--- src/rtl/descrambler_unit_if.sv ---
// Frame handshake and serial data bundle between a frame source and the descrambler.
interface descrambler_unit_if;
  logic        request;
  logic [11:0] length;
  logic        data_in;
  logic        data_out;
  logic        ready;
  logic        done;
  logic        abort;

  modport master (
    output request, length, data_in,
    input  data_out, ready, done, abort
  );

  modport slave (
    input  request, length, data_in,
    output data_out, ready, done, abort
  );
endinterface

--- src/rtl/descrambler_unit.sv ---
// Additive x^7+x^4+1 serial descrambler with frame control (IDLE/RUN/DONE).
// The LFSR is reloaded with Seed at every frame start; all outputs are registered.
module descrambler_unit #(
  parameter logic [6:0] Seed = 7'h7F
) (
  input logic          clk,
  input logic          reset,
  descrambler_unit_if.slave bus
);

  typedef enum logic [1:0] {StIdle, StRun, StDone} state_e;

  state_e      state_q;
  logic [6:0]  lfsr_q;
  logic [11:0] remaining_q;
  logic        data_out_q;
  logic        ready_q;
  logic        done_q;
  logic        abort_q;
  logic        key;

  assign key = lfsr_q[6] ^ lfsr_q[3];

  always_ff @(posedge clk) begin
    if (reset) begin
      state_q     <= StIdle;
      lfsr_q      <= Seed;
      remaining_q <= '0;
      data_out_q  <= 1'b0;
      ready_q     <= 1'b0;
      done_q      <= 1'b0;
      abort_q     <= 1'b0;
    end else begin
      abort_q <= 1'b0;
      unique case (state_q)
        StIdle: begin
          ready_q    <= 1'b0;
          done_q     <= 1'b0;
          data_out_q <= 1'b0;
          if (bus.request) begin
            if (bus.length != '0) begin
              state_q     <= StRun;
              remaining_q <= bus.length;
              lfsr_q      <= Seed;
            end else begin
              state_q <= StDone;
              done_q  <= 1'b1;
            end
          end
        end
        StRun: begin
          if (!bus.request) begin
            state_q    <= StIdle;
            ready_q    <= 1'b0;
            data_out_q <= 1'b0;
            abort_q    <= 1'b1;
          end else begin
            data_out_q  <= bus.data_in ^ key;
            lfsr_q      <= {lfsr_q[5:0], key};
            ready_q     <= 1'b1;
            remaining_q <= remaining_q - 12'd1;
            if (remaining_q == 12'd1) state_q <= StDone;
          end
        end
        StDone: begin
          // Last bit stays visible with ready for its one cycle; done follows it.
          ready_q <= 1'b0;
          if (bus.request) begin
            done_q <= 1'b1;
          end else begin
            state_q    <= StIdle;
            done_q     <= 1'b0;
            data_out_q <= 1'b0;
          end
        end
        default: state_q <= StIdle;
      endcase
    end
  end

  assign bus.data_out = data_out_q;
  assign bus.ready    = ready_q;
  assign bus.done     = done_q;
  assign bus.abort    = abort_q;

endmodule

--- src/flat_wrapper.sv ---
// flat-port wrapper written by rule: the top's interface ports become plain ports
module descrambler_unit_flat 
#(
  parameter logic [6:0] Seed = 7'h7F
)
  (clk, reset, bus_request, bus_length, bus_data_in, bus_data_out, bus_ready, bus_done, bus_abort);
  descrambler_unit_if bus_i ();
  input logic clk;
  input logic reset;
  input wire logic [$bits(bus_i.request)-1:0] bus_request;
  input wire logic [$bits(bus_i.length)-1:0] bus_length;
  input wire logic [$bits(bus_i.data_in)-1:0] bus_data_in;
  output wire logic [$bits(bus_i.data_out)-1:0] bus_data_out;
  output wire logic [$bits(bus_i.ready)-1:0] bus_ready;
  output wire logic [$bits(bus_i.done)-1:0] bus_done;
  output wire logic [$bits(bus_i.abort)-1:0] bus_abort;
  assign bus_i.request = bus_request;
  assign bus_i.length = bus_length;
  assign bus_i.data_in = bus_data_in;
  assign bus_data_out = bus_i.data_out;
  assign bus_ready = bus_i.ready;
  assign bus_done = bus_i.done;
  assign bus_abort = bus_i.abort;
  descrambler_unit #(.Seed(Seed)) u_core (.clk(clk), .reset(reset), .bus(bus_i));
endmodule
--- config.mk ---
export PLATFORM = sky130hd
export DESIGN_NAME = descrambler_unit_flat
export DESIGN_NICKNAME = d
export VERILOG_FILES = /design/src/rtl/descrambler_unit_if.sv /design/src/rtl/descrambler_unit.sv /design/src/flat_wrapper.sv
export SDC_FILE = /design/constraint.sdc
export NUM_CORES = 1
export LEC_CHECK = 0
export CAP_MARGIN = 0
export CORE_MARGIN = 8
export CORE_UTILIZATION = 57
export DETAILED_ROUTE_END_ITERATION = 12
export GPL_TIMING_DRIVEN = 0
export PLACE_DENSITY = 0.83
export SLEW_MARGIN = 25
export SYNTH_ARGS = -nofsm -noshare
export SYNTH_HDL_FRONTEND = slang
export SYNTH_SLANG_ARGS = --single-unit
--- constraint.sdc ---
create_clock -name clk -period 3.8 [get_ports clk]
set_input_delay 0.76 -clock clk [delete_from_list [all_inputs] [get_ports clk]]
set_output_delay 0.76 -clock clk [all_outputs]
set_load 0.02 [all_outputs]
==> results of run 1 <==
## area by class of cell
cell class | count | area, um^2
fill | 210 | 747
sequential | 25 | 500
inverter | 4 | 15.0
buffer | 10 | 46.3
clock buffer | 4 | 26.3
timing repair buffer | 18 | 180
multi-input combinational | 125 | 835
tap | 30 | 37.5
## final timing paths
check / from / endpoint / slack [ns] / depth (start not counted)
max: bus_length[5] / u_core.remaining_q[4] / 1.24 / 6
min: u_core.bus.done / u_core.bus.done / 0.47 / 2
max reg2reg: u_core.remaining_q[0] / u_core.remaining_q[6] / 1.76 / 6
min reg2reg: u_core.bus.done / u_core.bus.done / 0.47 / 2
## critical path: cells and delay by family
family / cells / cell delay, ns
buffers and inverters: 2 / 0.69
AOI/OAI and AO/OA: 3 / 0.69
and+or+nand+nor: 1 / 0.61
## flip-flops by register name, summed over array words and instances, names as in the netlist
| register | flops |
|---|---|
| u_core.bus.abort | 1 |
| u_core.bus.data_out | 1 |
| u_core.bus.done | 1 |
| u_core.bus.ready | 1 |
| u_core.lfsr_q | 7 |
| u_core.remaining_q | 12 |
| u_core.state_q | 2 |
## power groups by stage
stage	clock [uW]	sequential (uW)	combinational, uW
after floorplan	0	295	101
after global routing	133	295	164
after CTS	123	292	149
after global placement	0	296	145
final	119	292	152
after detailed placement	0	297	148
## logic make-up after synthesis
group / count (synthesis) / synth area share
AND/OR/NAND/NOR: 62 / 0.257
AO/OA/AOI/OAI: 58 / 0.302
buffers and inverters: 14 / 0.0439
multiplexers: 1 / 0.00806
flip-flops: 25 / 0.358
adder cells (fa/ha/maj): 2 / 0.0179
XOR/XNOR: 2 / 0.0125
## synth_stat cells, types with 2 or more instances
cell / n / area share
nor4_1: 4 / 0.018
a31oi_1: 3 / 0.013
o21ai_0: 2 / 0.0072
nor3_1: 8 / 0.029
nor2b_1: 5 / 0.022
a41o_1: 3 / 0.022
ha_1: 2 / 0.018
a31o_2: 4 / 0.025
inv_1: 4 / 0.011
a211oi_2: 3 / 0.027
o22ai_1: 7 / 0.031
xnor2_1: 2 / 0.013
nor3b_1: 2 / 0.011
nand3_1: 2 / 0.0072
dfxtp_1: 25 / 0.36
or4_1: 3 / 0.016
nor2_1: 12 / 0.032
o211ai_1: 2 / 0.011
a21oi_1: 17 / 0.061
nand2_1: 8 / 0.022
clkbuf_1: 8 / 0.022
nand2b_1: 7 / 0.031
o21ai_1: 8 / 0.029
or3b_2: 2 / 0.013
## per-stage QoR
step / power (uW) / area (um^2) / std cells / hold slack, ns / util
after floorplan: 395 / 1400 / 164 / 0.446 / -
after global placement: 441 / 1610 / 212 / 0.450 / 0.676
after detailed placement: 445 / 1610 / 212 / 0.455 / 0.676
after CTS: 563 / 1640 / 216 / 0.474 / 0.687
after global routing: 592 / 1640 / 216 / 0.515 / 0.687
final: 563 / 1640 / 216 / 0.473 / 0.687
## routing by layer
layer / global-route usage / share of wire
met1: 0.210 / 0.45
met2: 0.292 / 0.47
met3: 0.0391 / 0.055
met4: 0.0708 / 0.024
met5: 0 / 0
==> summary.md, run 1 <==
| Metric | Value |
|---|---|
| Grt ovf | `0` |
| Critical-path top delay cell | `or4_1` |
| Worst Setup Start Kind | `input pin` |
| Hold_buf cts | `0` |
| Flop pwr share | `0.519` |
| Switching Fraction | `0.320` |
| Static Leak | `approximately 0.00056 uW` |
| DR vias/cell | `6.36` |
| Drc violations | `0` |
| TritonCTS clock tree | `built` |
| Post-Syn Area | `approximately 1400 um^2` |
| FMAX | `~0.39 GHz` |
| Share of cells above drive strength 1 | `0.102` |
| Crit-path max cell delay | `0.61 ns` |
| TritonCTS Sinks | `25` |
| Antenna Nets Post-Route | `0` |
| Synth unique cells | `between 40 and 50` |
| Ports | `20` |
| Final Skew | `around 0.0090 ns` |
| Nets | `205` |
| Synth Instances | `164` |
| Core Box Area | `2390 um^2` |
| HPWL Detailed | `2.68 mm` |
| CP endpoint kind | `flop` |
| Total track usage | `0.174` |
| Initial DRC count | `107` |
| Resized cells post-CTS | `0` |
| Crit path DAT | `2.76 ns` |
| Die width | `between 60 and 70 um` |
| TritonRoute pass-1 iters | `4` |
| Hold crit path type | `flop to flop` |
| Worst VDD drop | `0.000270 V` |
| Area of the die | `4290 um^2` |
| Ratio of final minimum period to clock period | `0.673` |
| Post-placement setup slack | `0.921 ns` |
| Async SR Flop Fraction | `0` |
| Worst-path cell chain | `clkdlybuf4s50_1 -> or4_1 -> o41a_1 -> buf_2 -> o21ai_0 -> a21oi_1` |
| Commonest cells after routing, fill and taps aside | `dfxtp_1 (25), clkdlybuf4s50_1 (18), a21oi_1 (17)` |
| Crit path kind | `input pin to flop` |
| Clk Latency, worst-skew pair | `between 0.3 and 0.4 ns` |
| Final Worst Setup Slack | `1.24 ns` |
| Relative slew slack | `0.304` |
| Syn avg cell area | `8.51 um^2` |
| Synth Register Bits | `25` |
| Commonest non-fill, non-tap cell in the layout | `dfxtp_1` |
| Final hold vios | `0` |
| Critical path required time | `4.00 ns` |
| Final TNS setup | `0 ns` |
| PwrDens | `343 nW/um^2` |
| Cell Rows | `18` |
| EDFF count, synth | `0` |
| Syn Nets | `182` |
| Maxcap violations | `0` |
| Pins Over Slew Limit | `0` |
| CTS H-tree depth | `1` |
| Final GP Congestion | `0.962` |
| Power share of the clock group | `0.212` |
| Crit-path max FO | `10` |
| Clock transition at path regs | `0.14 ns` |
| Vias in the first global route | `~1300` |
| Logic pwr share | `0.269` |
| Sw Pwr | `180 uW` |
| Layout area overhead | `17.5%` |
| Unrepaired setup endpoints after global routing | `no` |
| Die H | `65.5 um` |
| # setup viols final | `0` |
| Tmin final | `2.56 ns` |
| Cts bufs inserted | `3` |
| Status | `finished clean` |
| Internal | `383 uW` |
| Largest net degree at the start of global routing | `14` |
| Avg WL per Cell | `16.7 um` |
| N_diodes | `0` |
| First-pass GRT wire length | `approximately 6.0 mm` |
| Antenna violations before repair | `0` |
| Dominant synthesized flop cell | `dfxtp_1` |
| Clk Tree Root Cell | `clkbuf_4` |
| Syn. warnings | `0` |
| Port buffer count | `18` |
| Post-CTS setup buffers | `0` |
| Initial Util | `0.585` |
| Final WL | `~3.6 mm` |
| Sequential fraction of the synthesis area | `0.358` |
| Slew at the pin with the worst max-slew slack | `1.04 ns` |
| CTS max path bufs | `2` |
| Total number of vias | `1374` |
No activity file was read; power rests on OpenSTA's default activity.
==> inputs of run 2 (changes only) <==
Settings changed: CORE_UTILIZATION 57 to 53, PLACE_DENSITY 0.83 to 0.78.
Clock period 3.8 ns to 2.65 ns, I/O delays scaled along.
==> run 2 against run 1 <==
Compared with the run above:
- die area rose by 5.7%
- final cell count did not move
- register-to-register slack worse by 1.2 ns
- flip-flop and latch count is the same
- critical path depth did not move
- power rose by 43%
- routed wire length grew 3.8%
- first-iteration DRC count increased by 10%
- combinational power rose by 44%
- clock-buffer cell count stayed put
- largest cell class unchanged
- highest routed layer unchanged
==> summary.md, run 2 (synthesis results as in run 1) <==
| Metric | Value |
|---|---|
| Status | `finished clean (unchanged)` |
| Critical-path top delay cell | `or4_1 (unchanged)` |
| Fillers | `214 (was 210)` |
| Largest registers | `u_core.remaining_q (12), u_core.lfsr_q (7), u_core.state_q (2) (unchanged)` |
| Worst-path cell chain | `clkdlybuf4s50_1 -> or4_1 -> o41a_1 -> buf_2 -> o21ai_0 -> a21oi_1 (unchanged)` |
| Initial DRC count | `118 (was 107)` |
| Clk Latency, worst-skew pair | `0.31 ns (was 0.32 ns)` |
| Fin area | `1650 um^2 (was 1640 um^2)` |
| Worst Path Buf+Inv | `2 (unchanged)` |
| Static Leak | `0.000566 uW (was 0.000565 uW)` |
| Core Box Area | `2480 um^2 (was 2390 um^2)` |
| Die H | `67.3 um (was 65.5 um)` |
| CTS max path bufs | `2 (unchanged)` |
| Ratio of final minimum period to clock period | `0.872` |
| Post-CTS setup buffers | `0 (unchanged)` |
| Unrepaired setup endpoints after global routing | `no (unchanged)` |
| Area of the die | `4530 um^2 (was 4290 um^2)` |
| Layout area overhead | `17.8% (was 17.5%)` |
| # setup viols final | `0 (unchanged)` |
| TritonRoute pass-1 iters | `4 (unchanged)` |
| Hold_buf cts | `0 (unchanged)` |
| Final GP Congestion | `0.954 (was 0.962)` |
| Final Worst Setup Slack | `0.338 ns (was 1.24 ns)` |
| Placement Cell Area | `1610 um^2 (unchanged)` |
| Storage cell area | `500 um^2 (unchanged)` |
| Area taken by multi-input logic gates | `840 um^2 (was 835 um^2)` |
| Clock transition at path regs | `0.13 ns (was 0.14 ns)` |
| First-pass GRT wire length | `6.17 mm (was 5.96 mm)` |
| Worst Setup Start Kind | `input pin (unchanged)` |
| Critical Path Start | `bus_length[5] (unchanged)` |
| Commonest non-fill, non-tap cell in the layout | `dfxtp_1 (unchanged)` |
| Avg WL per Cell | `17.3 um (was 16.7 um)` |
| Max reg flops | `12 (unchanged)` |
| Clk Tree Root Cell | `clkbuf_4 (unchanged)` |
| Final hold vios | `0 (unchanged)` |
| Largest net degree at the start of global routing | `14 (unchanged)` |
| Tmin final | `~2.3 ns` |
| Worst R2R Start | `u_core.remaining_q[0] (unchanged)` |
| TritonCTS clock tree | `built (unchanged)` |
| Hold path depth | `2 (unchanged)` |
| Worst VDD drop | `0.000366 V (was 0.000270 V)` |
| Resized cells post-CTS | `0 (unchanged)` |
| Ports | `20 (unchanged)` |
| Cell Rows | `18 (unchanged)` |
| Crit path DAT | `2.50 ns (was 2.76 ns)` |
| R2R setup slack | `0.58 ns (was 1.76 ns)` |
| CP endpoint kind | `flop (unchanged)` |
| DR vias/cell | `6.39 (was 6.36)` |
| PwrDens | `490 nW/um^2 (was 343 nW/um^2)` |
| Most flops, register | `u_core.remaining_q (unchanged)` |
| Pins Over Slew Limit | `0 (unchanged)` |
| Total track usage | `0.173 (was 0.174)` |
| FMAX | `0.433 GHz` |
| Hold crit path type | `flop to flop (unchanged)` |
| Worst setup path endpoint | `u_core.remaining_q[4] (unchanged)` |
| R2R depth | `6 (unchanged)` |
| Slew at the pin with the worst max-slew slack | `0.641 ns (was 1.04 ns)` |
| Antenna Nets Post-Route | `0 (unchanged)` |
| Crit path kind | `input pin to flop (unchanged)` |
| Reg2reg end | `u_core.remaining_q[10] (was u_core.remaining_q[6])` |
| Crit-path max cell delay | `0.61 ns (about the same)` |
| Post-placement setup slack | `0.0119 ns (was 0.921 ns)` |
| Commonest cells after routing, fill and taps aside | `dfxtp_1 (25), clkdlybuf4s50_1 (18), a21oi_1 (17) (unchanged)` |
| TritonCTS Sinks | `25 (unchanged)` |
| Total number of vias | `1381 (was 1374)` |
| Final WL | `3.75 mm (was 3.61 mm)` |
| WP depth | `6 (unchanged)` |
| Share of cells above drive strength 1 | `0.108 (was 0.102)` |
| Initial Util | `0.564 (was 0.585)` |
| Port buffer count | `18 (unchanged)` |
| Final TNS setup | `0 ns (unchanged)` |
| Final Skew | `0.00430 ns (was 0.00897 ns)` |
| Nets | `205 (unchanged)` |
| Vias in the first global route | `1282 (was 1286)` |
| Antenna violations before repair | `0 (unchanged)` |
| Crit-path max FO | `10 (unchanged)` |
| N_diodes | `0 (unchanged)` |
| Die width | `67.3 um (was 65.5 um)` |
| Grt ovf | `0 (unchanged)` |
| HPWL Detailed | `2.77 mm (was 2.68 mm)` |
| CTS H-tree depth | `1 (unchanged)` |
| Maxcap violations | `0 (unchanged)` |
| Crit-path leading delay family | `compound AO/OA/AOI/OAI gates (was buffers and inverters)` |
| Drc violations | `0 (unchanged)` |
| Relative slew slack | `0.571 (was 0.304)` |
| Cts bufs inserted | `3 (unchanged)` |
| Critical path required time | `2.84 ns (was 4.00 ns)` |
-- run 2: through the flow --
stage                     total power [uW]   util  cells  hold slack, ns
final                                  807  0.664    216           0.478
after detailed placement               640  0.652    212           0.458
after floorplan                        567      -    164           0.446
after global routing                   853  0.664    216           0.499
after CTS                              809  0.662    216           0.480
after global placement                 633  0.652    212           0.451
-- run 2: layout make-up --
type | count | area share
plain buffers | 10 | 0.0281
clock buffers | 4 | 0.0160
inverters | 4 | 0.00913
multi-input cells | 125 | 0.510
flip-flops and latches | 25 | 0.304
well taps | 30 | 0.0228
repair buffers | 18 | 0.110
-- run 2: worst min path at each step --
stage | from | end
2_1_floorplan | u_core.lfsr_q[2] | u_core.lfsr_q[3]
3_3_place_gp | u_core.bus.done | u_core.bus.done
3_5_place_dp | u_core.bus.done | u_core.bus.done
4_1_cts | u_core.bus.done | u_core.bus.done
5_1_grt | u_core.bus.done | u_core.bus.done
6_report | u_core.bus.done | u_core.bus.done
-- run 2: per-layer routing --
layer  vias to the layer above  GRT usage  part of all wire
met5                         -          0                 0
met4                         0     0.0574            0.0035
met3                         2     0.0331             0.065
met2                        52      0.270              0.48
met1                       655      0.233              0.45
li1                        672          -                 -
-- run 2: power breakdown --
group | switching [uW] | internal (uW) | leakage, uW
clock | 109 | 58.7 | 0.0000150
combinational | 125 | 93.9 | 0.000346
sequential | 23.7 | 396 | 0.000205
-- run 2: tightest hold or removal path: stages (launching register included) --
cell and delay, ns:
dfxtp_1 0.34, nand2_1 0.06, a21oi_1 0.05
==> inputs of run 3 (changes only) <==
Settings changed: TNS_END_PERCENT from default to 50.
==> results of run 3 <==
Final layout, timing and power as in run 2 (identical DEF).
